[src/rtl/score_digit_source_pkg.sv]
// Shared types and constants for the score-to-BCD display source.
// Holds the engine state encoding, the BCD digit type and the overflow limit helper.
package score_pkg;

    localparam int DEF_BIN_WIDTH = 16;
    localparam int DEF_DIGITS    = 5;

    typedef logic [3:0] bcd_t;

    typedef enum logic [1:0] {
        IDLE   = 2'd0,
        SHIFT  = 2'd1,
        COMMIT = 2'd2
    } state_t;

    // Largest value representable in 'digits' decimal digits, i.e. 10^digits - 1.
    function automatic logic [63:0] max_score(input int digits);
        logic [63:0] p;
        p = 64'd1;
        for (int i = 0; i < digits; i++) begin
            p = p * 64'd10;
        end
        return p - 64'd1;
    endfunction

endpackage

[src/rtl/score_digit_source_if.sv]
// Bus between score logic / glyph renderers and score_digit_source.
// The master drives the score load and digit select; the slave returns digit and status.
interface score_digit_source_if #(
    parameter int BIN_WIDTH = 16,
    parameter int DIGITS    = 5
);
    localparam int SEL_W = $clog2(DIGITS) + 1;

    logic [BIN_WIDTH-1:0] score_in;
    logic                 load;
    logic [SEL_W-1:0]     digit_sel;
    logic [3:0]           digit_out;
    logic                 digit_blank;
    logic                 busy;
    logic                 done;
    logic                 valid;
    logic                 overflow;

    modport master (
        output score_in,
        output load,
        output digit_sel,
        input  digit_out,
        input  digit_blank,
        input  busy,
        input  done,
        input  valid,
        input  overflow
    );

    modport slave (
        input  score_in,
        input  load,
        input  digit_sel,
        output digit_out,
        output digit_blank,
        output busy,
        output done,
        output valid,
        output overflow
    );

endinterface

[src/rtl/score_digit_source_adj.sv]
// Double-dabble correction for one BCD nibble: add 3 when the nibble is 5 or more,
// so the following left shift carries correctly into the next decimal digit.
module bcd_digit_adj
    import score_pkg::*;
(
    input  bcd_t i_nib,
    output bcd_t o_nib
);

    assign o_nib = (i_nib >= 4'd5) ? (i_nib + 4'd3) : i_nib;

endmodule

[src/rtl/score_digit_source.sv]
// Iterative binary-to-BCD converter with a double-buffered display register and digit read port.
// Optional macro SCORE_LEADING_BLANK_EN blanks leading zero digits above the most significant nonzero one.
module score_digit_source
    import score_pkg::*;
#(
    parameter int BIN_WIDTH = DEF_BIN_WIDTH,
    parameter int DIGITS    = DEF_DIGITS
) (
    input  logic                  Clk,
    input  logic                  Reset_n,
    score_digit_source_if.slave   bus
);

    localparam int          SEL_W = $clog2(DIGITS) + 1;
    localparam int          BCD_W = 4 * DIGITS;
    localparam int          CNT_W = $clog2(BIN_WIDTH + 1);
    localparam logic [63:0] MAX   = max_score(DIGITS);
    localparam logic [BCD_W-1:0] ALL_NINES = {DIGITS{4'd9}};

    state_t               r_state;
    state_t               w_state_next;
    logic                 w_start;
    logic                 w_shift;
    logic                 w_commit;
    logic                 w_last;

    logic [BIN_WIDTH-1:0] r_bin;
    logic [BIN_WIDTH-1:0] r_pend_val;
    logic                 r_pend;
    logic [BIN_WIDTH-1:0] w_capture;

    logic [BCD_W-1:0]     r_bcd;
    logic [BCD_W-1:0]     w_bcd_adj;
    logic [BCD_W-1:0]     r_disp;
    logic [CNT_W-1:0]     r_cnt;

    logic                 r_big;
    logic                 r_valid;
    logic                 r_done;
    logic                 r_ovf;

    bcd_t                 w_disp_arr [DIGITS];
    bcd_t                 w_digit;
    logic                 w_blank;
`ifdef SCORE_LEADING_BLANK_EN
    logic                 w_zero_run;
`endif

    assign w_capture = bus.load ? bus.score_in : r_pend_val;
    assign w_last    = (r_cnt == CNT_W'(BIN_WIDTH - 1));

    // ---------------- FSM ----------------
    always_ff @(posedge Clk or negedge Reset_n) begin
        if (!Reset_n) begin
            r_state <= IDLE;
        end else begin
            r_state <= w_state_next;
        end
    end

    always_comb begin
        w_state_next = r_state;
        w_start      = 1'b0;
        w_shift      = 1'b0;
        w_commit     = 1'b0;
        case (r_state)
            IDLE: begin
                if (bus.load || r_pend) begin
                    w_start      = 1'b1;
                    w_state_next = SHIFT;
                end
            end
            SHIFT: begin
                w_shift = 1'b1;
                if (w_last) begin
                    w_state_next = COMMIT;
                end
            end
            COMMIT: begin
                w_commit     = 1'b1;
                w_state_next = IDLE;
            end
            default: begin
                w_state_next = IDLE;
            end
        endcase
    end

    // A load arriving while the engine runs is parked here; the newest one wins.
    always_ff @(posedge Clk or negedge Reset_n) begin
        if (!Reset_n) begin
            r_pend     <= 1'b0;
            r_pend_val <= '0;
        end else if (bus.load && (r_state != IDLE)) begin
            r_pend     <= 1'b1;
            r_pend_val <= bus.score_in;
        end else if (w_start) begin
            r_pend     <= 1'b0;
        end
    end

    // ---------------- shift-add-3 engine ----------------
    for (genvar gi = 0; gi < DIGITS; gi++) begin : g_adj
        bcd_digit_adj u_adj (
            .i_nib (r_bcd[4*gi +: 4]),
            .o_nib (w_bcd_adj[4*gi +: 4])
        );
    end

    always_ff @(posedge Clk or negedge Reset_n) begin
        if (!Reset_n) begin
            r_bin <= '0;
            r_bcd <= '0;
            r_cnt <= '0;
            r_big <= 1'b0;
        end else if (w_start) begin
            r_bin <= w_capture;
            r_bcd <= '0;
            r_cnt <= '0;
            r_big <= (64'(w_capture) > MAX);
        end else if (w_shift) begin
            r_bcd <= {w_bcd_adj[BCD_W-2:0], r_bin[BIN_WIDTH-1]};
            r_bin <= {r_bin[BIN_WIDTH-2:0], 1'b0};
            r_cnt <= r_cnt + CNT_W'(1);
        end
    end

    // ---------------- display buffer ----------------
    always_ff @(posedge Clk or negedge Reset_n) begin
        if (!Reset_n) begin
            r_disp  <= '0;
            r_valid <= 1'b0;
            r_ovf   <= 1'b0;
            r_done  <= 1'b0;
        end else begin
            r_done <= w_commit;
            if (w_commit) begin
                r_disp  <= r_big ? ALL_NINES : r_bcd;
                r_ovf   <= r_big;
                r_valid <= 1'b1;
            end
        end
    end

    // ---------------- read port ----------------
    for (genvar gi = 0; gi < DIGITS; gi++) begin : g_disp
        assign w_disp_arr[gi] = r_disp[4*gi +: 4];
    end

    // Walk from the top digit down so the leading-zero run is known at each index.
    always_comb begin
        w_digit = '0;
        w_blank = 1'b1;
`ifdef SCORE_LEADING_BLANK_EN
        w_zero_run = 1'b1;
`endif
        for (int i = DIGITS - 1; i >= 0; i--) begin
`ifdef SCORE_LEADING_BLANK_EN
            w_zero_run = w_zero_run && (w_disp_arr[i] == 4'd0);
`endif
            if (bus.digit_sel == SEL_W'(i)) begin
                w_digit = w_disp_arr[i];
`ifdef SCORE_LEADING_BLANK_EN
                w_blank = (i != 0) && w_zero_run;
`else
                w_blank = 1'b0;
`endif
            end
        end
    end

    assign bus.digit_out   = w_digit;
    assign bus.digit_blank = w_blank;
    assign bus.busy        = (r_state != IDLE);
    assign bus.done        = r_done;
    assign bus.valid       = r_valid;
    assign bus.overflow    = r_ovf;

endmodule

[src/flat_wrapper.sv]
// flat-port wrapper written by rule: the top's interface ports become plain ports
module score_digit_source_flat import score_pkg::*;
#(
    parameter int BIN_WIDTH = DEF_BIN_WIDTH,
    parameter int DIGITS    = DEF_DIGITS
)
  (Clk, Reset_n, bus_score_in, bus_load, bus_digit_sel, bus_digit_out, bus_digit_blank, bus_busy, bus_done, bus_valid, bus_overflow);
  score_digit_source_if #(.BIN_WIDTH(BIN_WIDTH), .DIGITS(DIGITS)) bus_i ();
  input  logic Clk;
  input  logic Reset_n;
  input wire logic [$bits(bus_i.score_in)-1:0] bus_score_in;
  input wire logic [$bits(bus_i.load)-1:0] bus_load;
  input wire logic [$bits(bus_i.digit_sel)-1:0] bus_digit_sel;
  output wire logic [$bits(bus_i.digit_out)-1:0] bus_digit_out;
  output wire logic [$bits(bus_i.digit_blank)-1:0] bus_digit_blank;
  output wire logic [$bits(bus_i.busy)-1:0] bus_busy;
  output wire logic [$bits(bus_i.done)-1:0] bus_done;
  output wire logic [$bits(bus_i.valid)-1:0] bus_valid;
  output wire logic [$bits(bus_i.overflow)-1:0] bus_overflow;
  assign bus_i.score_in = bus_score_in;
  assign bus_i.load = bus_load;
  assign bus_i.digit_sel = bus_digit_sel;
  assign bus_digit_out = bus_i.digit_out;
  assign bus_digit_blank = bus_i.digit_blank;
  assign bus_busy = bus_i.busy;
  assign bus_done = bus_i.done;
  assign bus_valid = bus_i.valid;
  assign bus_overflow = bus_i.overflow;
  score_digit_source #(.BIN_WIDTH(BIN_WIDTH), .DIGITS(DIGITS)) u_core (.Clk(Clk), .Reset_n(Reset_n), .bus(bus_i));
endmodule
[config.mk]
export PLATFORM = sky130hd
export DESIGN_NAME = score_digit_source_flat
export DESIGN_NICKNAME = d
export VERILOG_FILES = /design/src/rtl/score_digit_source_pkg.sv /design/src/rtl/score_digit_source_if.sv /design/src/rtl/score_digit_source_adj.sv /design/src/rtl/score_digit_source.sv /design/src/flat_wrapper.sv
export SDC_FILE = /design/constraint.sdc
export NUM_CORES = 1
export LEC_CHECK = 0
export ABC_AREA = 0
export BUFFER_PORTS_ARGS = -buffer_cell sky130_fd_sc_hd__buf_2
export CORE_MARGIN = 5
export CORE_UTILIZATION = 55
export DETAILED_ROUTE_END_ITERATION = 8
export HOLD_SLACK_MARGIN = 0.03
export PLACE_DENSITY_LB_ADDON = 0.25
export SKIP_LAST_GASP = 1
export SYNTH_ARGS = -nofsm -noshare
export SYNTH_HDL_FRONTEND = slang
export SYNTH_HIERARCHICAL = 1
export SYNTH_SLANG_ARGS = --single-unit
export TNS_END_PERCENT = 30
[constraint.sdc]
create_clock -name Clk -period 1.7 [get_ports Clk]
set_input_delay 0.34 -clock Clk [delete_from_list [all_inputs] [get_ports Clk]]
set_output_delay 0.34 -clock Clk [all_outputs]
set_load 0.005 [all_outputs]
==> results of run 1 <==
## metrics by stage
stage               area [µm²]  cells  hold WS, ns  TNS [ns]
floorplan                 4240    391       0.0444         0
global placement          4580    516        0.271   -0.0170
detailed placement        4580    516        0.277    -0.289
CTS                       4880    535        0.209    -0.217
global route              4900    536        0.215    -0.596
finish                    4900    536        0.233    -0.199
## state kept, by name (all words and copies together) (netlist names), 2 cells and up
register,flops
u_core/r_bin,16
u_core/r_bcd,20
u_core/r_pend_val,16
u_core/r_disp,20
u_core/r_state,2
u_core/r_cnt,5
## placed cells by master (no fill, tap or decap), drive strengths merged, types with 2 or more instances in the layout
cell type   n
mux2i      24
o32ai       3
o21ai      32
a22oi       3
a221oi      3
xnor2       5
a21oi      10
nor2b       5
nor4bb      2
clkinvlp    2
nand2b     11
and2        2
nand2      66
or2         5
a221o      15
inv        15
nor4        2
clkbuf     10
nor2       10
ha         12
nor3       15
mux2       37
a211oi      2
dfrtp      82
nor3b       3
buf        49
## worst register-to-register path, cell delays in order (launching register included)
cell and delay, ns:
dfrtp_1 0.43, inv_1 0.10, ha_1 0.17, nand2b_1 0.16, a21oi_2 0.20, mux2i_1 0.19, nand2_1 0.05, o21ai_0 0.07
## area by class of cell
class,count,area share
clock buffer,10,0.0281
clock inverter,6,0.0146
inverter,13,0.00996
multi-input combinational,273,0.422
sequential,82,0.419
tap,102,0.0261
timing repair buffer,50,0.0802
## worst min-delay path by stage
stage | end | slack [ns]
after global routing | u_core/r_pend_val[5] | 0.22
after floorplan | u_core/bus.done | 0.04
after detailed placement | u_core/r_bcd[5] | 0.28
after CTS | u_core/r_pend_val[5] | 0.21
final | u_core/r_pend_val[5] | 0.23
after global placement | u_core/r_bcd[8] | 0.27
## what timing repair did
item	CTS	global route
setup buffers	2	1
pin swaps	5	0
hold buffers	1	0
resized for setup	12	2
endpoints found under the hold margin	22	0
setup endpoints to repair	5	5
## report_power, final
group | internal [mW] | total (mW) | switching (mW) | leakage, nW
Clock | 0.731 | 1.44 | 0.711 | 0.0995
Combinational | 1.42 | 2.86 | 1.45 | 1.18
Sequential | 2.63 | 3.20 | 0.576 | 1.04
## metal layers
metal	global-route usage	up-vias	part of all wire
li1	-	1449	-
met1	0.246	1456	0.47
met2	0.283	61	0.48
met3	0.0414	12	0.037
met4	0.0607	0	0.014
met5	0	-	0
==> impl_metrics.yaml, run 1 <==
run_status:
  outcome: "finished with violations"
  violations: "negative setup slack"
route:
  ant_nets: 0
  routed_wl_um: 8100
  route.vias.total: 2978
  avgRoutedWirePerCell_um: 15.1
  drt_iter0_markers: 137
  first_pass_iters: 4
  drc: 0
  vias_per_cell: 5.56
global_route:
  overflow: 0
  grt_pass1_vias: 3100
  grt_usage: 0.180
  antenna_found_initial: 0
  grt_max_degree: 31
  grt_pass1_wl_um: 14300
power:
  vdd_drop_max_mv: 0.659
  leakage_nw: 2.33
  powerDensity_nw_per_um2: 1530
  total_power_mw: 7.51
placement:
  place_congestion: 0.884
  dp_hpwl_um: 5490
  dp_slack_ns: -0.106
  port_buffers: 30
cells_and_area:
  regArea_um2: 2050
  multiInputGateArea_um2: 2070
  diodes: 0
  nFillCells: 630
  final_util: 0.644
  drive_gt1_frac: 0.288
  syn_to_final_growth_pct: 15.6
  layout.nets: 464
worst_setup_path:
  end_kind: "primary output"
  cp_data_required_time_ns: 1.36
  endpoint: "bus_digit_out[2]"
  crit_arrival_ns: 1.42
  cpPeakStageDelay_ns: 0.33
  crit_path_start_kind: "primary input"
  r2r-end: "u_core/r_bcd[10]"
  crit_path_cell_trace: "buf_2 > nor3b_4 > buf_4 > nor4_2 > o31ai_1 > buf_2"
  cp.depth: 6
  timing.critical_path.mode_cell: "buf_2"
  critPathKind: "primary input to primary output"
  reg2reg_depth: 7
  crit_path_start: "bus_digit_sel[0]"
  path_buf_inv: 3
  crit_family: "buffers and inverters"
  crit_path_top_delay_cell: "nor3b_4"
  crit-reg2reg-launch: "u_core/r_bcd[9]"
  rrSetupSlack_ns: 0.23
  path_max_fanout: 8
floorplanning:
  dieWidth_um: 97.8
  core_area_um2: 7610
  fp.dieArea_um2: 9560
  start_util: 0.557
  io_pins: 32
  rows: 32
  fp.dieH_um: 97.8
hold_path:
  min_path_cells: 2
  hold_path.class: "primary input to flop"
  hold_start: "bus_score_in[5]"
sta:
  setup_slack_ns: -0.0642
  skew_ns: 0.0113
  finalHoldViolations: 0
  report.final.slew_viol_count: 0
  rsz0062_at_grt: "yes"
  period_minus_slack_ns: 1.76
  period_share: 1.04
  fmax_mhz: 567
  finalSetupViolCount: 4
clock_network:
  clock-sinks: 82
  clk_pin_slew_ns: 0.09
  ctsRootBufferMaster: "clkbuf_8"
  clk_latency_ns: 0.35
  cts_tree: "built"
  h-tree-depth: 3
  cts_buffer_depth: 2
  numCtsBuffers: 9
run:
  drv_cap: 0
synth:
  syn-instance-count: 391
  syn_nets: 426
  yosys_warnings: 6
  synth_area_um2: 4240
  synth.avg_cell_area_um2: 10.8
No activity file was read; power rests on OpenSTA's default activity.
==> inputs of run 2 (changes only) <==
- PLACE_DENSITY: unset -> 0.76
- PLACE_DENSITY_LB_ADDON: 0.25 -> unset
==> run 2 against run 1 <==
Effect of this change: the flow still finishes with violations (negative setup slack); via count rose by 0.54%; critical path depth is 1 lower; clock power rose by 17%; core utilization rose by 0.13 points; register-to-register slack got worse by 0.02 ns; non-clock buffer count down 1; flip-flop and latch count unchanged; power up 3.3%.
==> impl_metrics.yaml, run 2 (synthesized netlist as in run 1, its figures left out) <==
run_status:
  outcome: "finished with violations"
  violations: "negative setup slack"
sta:
  period_minus_slack_ns: 1.83
  report.final.slew_viol_count: 0
  skew_ns: 0.0113
  fmax_mhz: 547
  finalHoldViolations: 0
  finalSetupViolCount: 4
  setup_slack_ns: -0.129
  rsz0062_at_grt: "yes"
  period_share: 1.08
  whs_ns: 0.232
floorplanning:
  rows: 32
  core_area_um2: 7610
  fp.dieArea_um2: 9560
  fp.dieH_um: 97.8
  dieWidth_um: 97.8
  io_pins: 32
  start_util: 0.557
hold_path:
  min_path_cells: 2
  hold_path.class: "primary input to flop"
clock_network:
  clk_pin_slew_ns: 0.08
  clock-sinks: 82
  cts_tree: "built"
  cts_buffer_depth: 2
  clk_latency_ns: 0.35
  h-tree-depth: 3
  ctsRootBufferMaster: "clkbuf_8"
  numCtsBuffers: 9
power:
  powerDensity_nw_per_um2: 1580
  p_int_mw: 5.04
  p_seq_frac: 0.414
  power.switching_mw: 2.71
  pwr-share-comb: 0.369
  leakage_nw: 2.33
  total_power_mw: 7.75
  clockPowerShare: 0.217
  power.share.switching: 0.350
  vdd_drop_max_mv: 0.664
route:
  first_pass_iters: 4
  route.vias.total: 2994
  avgRoutedWirePerCell_um: 15.4
  drc: 0
  ant_nets: 0
  drt_iter0_markers: 117
  routed_wl_um: 8240
  vias_per_cell: 5.60
global_route:
  antenna_found_initial: 0
  grt_pass1_wl_um: 14000
  overflow: 0
  grt_usage: 0.179
  grt_max_degree: 38
  grt_pass1_vias: 3053
worst_setup_path:
  path_max_fanout: 8
  critPathKind: "primary input to primary output"
  cp.depth: 5
  rrSetupSlack_ns: 0.21
  crit_path_top_delay_cell: "nor3b_2"
  crit_path_cell_trace: "buf_2 > nor3b_2 > a221oi_2 > o32ai_1 > buf_2"
  end_kind: "primary output"
  crit_family: "compound AO/OA/AOI/OAI gates"
  crit_arrival_ns: 1.49
  reg2reg_depth: 5
  crit_path_start_kind: "primary input"
  cp_data_required_time_ns: 1.36
  timing.critical_path.mode_cell: "buf_2"
  cpPeakStageDelay_ns: 0.35
  path_buf_inv: 2
placement:
  place_congestion: 0.882
  port_buffers: 30
  placed_area_um2: 4550
  dp_hpwl_um: 5640
  dp_slack_ns: -0.111
cells_and_area:
  largest_registers: "u_core/r_bcd: 20 flops, u_core/r_disp: 20 flops"
  layout_commonest_cell: "dfrtp_1"
  diodes: 0
  final_util: 0.645
  layout.nets: 463
  stdcell_area_um2: 4910
  drive_gt1_frac: 0.289
  nFillCells: 599
  layout_common_cells: "81 x dfrtp_1, 65 x nand2_1, 29 x buf_2, 27 x o21ai_0, 26 x mux2_2"
  syn_to_final_growth_pct: 15.8
run:
  drv_cap: 0
## run 2: cell count changes in the layout (fill, tap and decap cells not counted), sizes merged
| cell | previous run | this run |
|---|---|---|
| clkinv | 1 | 0 |
| inv | 15 | 14 |
| buf | 49 | 48 |
| clkinvlp | 2 | 0 |
| clkbuf | 10 | 12 |
| bufinv | 1 | 3 |
## run 2: power by group through the flow
stage	registers [mW]	logic, mW	clock network (mW)
2_1_floorplan	3.05	2.28	0
3_5_place_dp	3.24	2.82	0
4_1_cts	3.20	2.89	1.70
3_3_place_gp	3.21	2.68	0
5_1_grt	3.31	3.28	1.78
6_report	3.21	2.86	1.68
## run 2: cell type report
class / instances / area [µm²] / share of cell area
clock inverter: 4 / 98.8 / 0.0201
clock buffer: 12 / 135 / 0.0275
sequential: 82 / 2050 / 0.418
multi-input combinational: 273 / 2080 / 0.424
tap: 102 / 128 / 0.0260
inverter: 13 / 48.8 / 0.00994
timing repair buffer: 49 / 364 / 0.0742
## run 2: what timing repair did
action / 4_1_cts / 5_1_grt
endpoints found under the setup margin: 5 / 5
setup buffers: 3 / 0
gates resized for setup: 12 / 6
endpoints found under the hold margin: 34 / 0
hold buffers: 1 / 0
pin swaps: 3 / 2
## run 2: layer usage
metal | wire [µm] | vias up | share of wire | GRT usage
met5 | 0 | - | 0 | 0
met4 | 200 | 0 | 0.024 | 0.0745
met3 | 375 | 18 | 0.046 | 0.0357
met2 | 3960 | 80 | 0.48 | 0.298
met1 | 3700 | 1453 | 0.45 | 0.229
li1 | - | 1443 | - | -
## run 2: final timing paths
check | from | endpoint
worst min-delay path | bus_score_in[2] | u_core/r_pend_val[2]
worst min register to register | u_core/r_cnt[3] | u_core/r_cnt[3]
worst max-delay path | bus_digit_sel[0] | bus_digit_out[0]
max in group asynchronous | Reset_n | u_core/r_pend_val[14]
min in group asynchronous | Reset_n | u_core/r_disp[8]
worst max register to register | u_core/r_state[1] | u_core/r_disp[15]
## run 2: metrics by stage
step	TNS, ns	cells
global route	-0.669	535
detailed placement	-0.360	515
floorplan	0	391
finish	-0.336	535
CTS	-0.156	535
global placement	0	515
## run 2: worst reg2reg max path, stage by stage, from the launching register on
cell and delay (ns):
dfrtp_2 0.37, buf_4 0.14, inv_1 0.09, nor2_1 0.20, buf_12 0.20, mux2_2 0.37
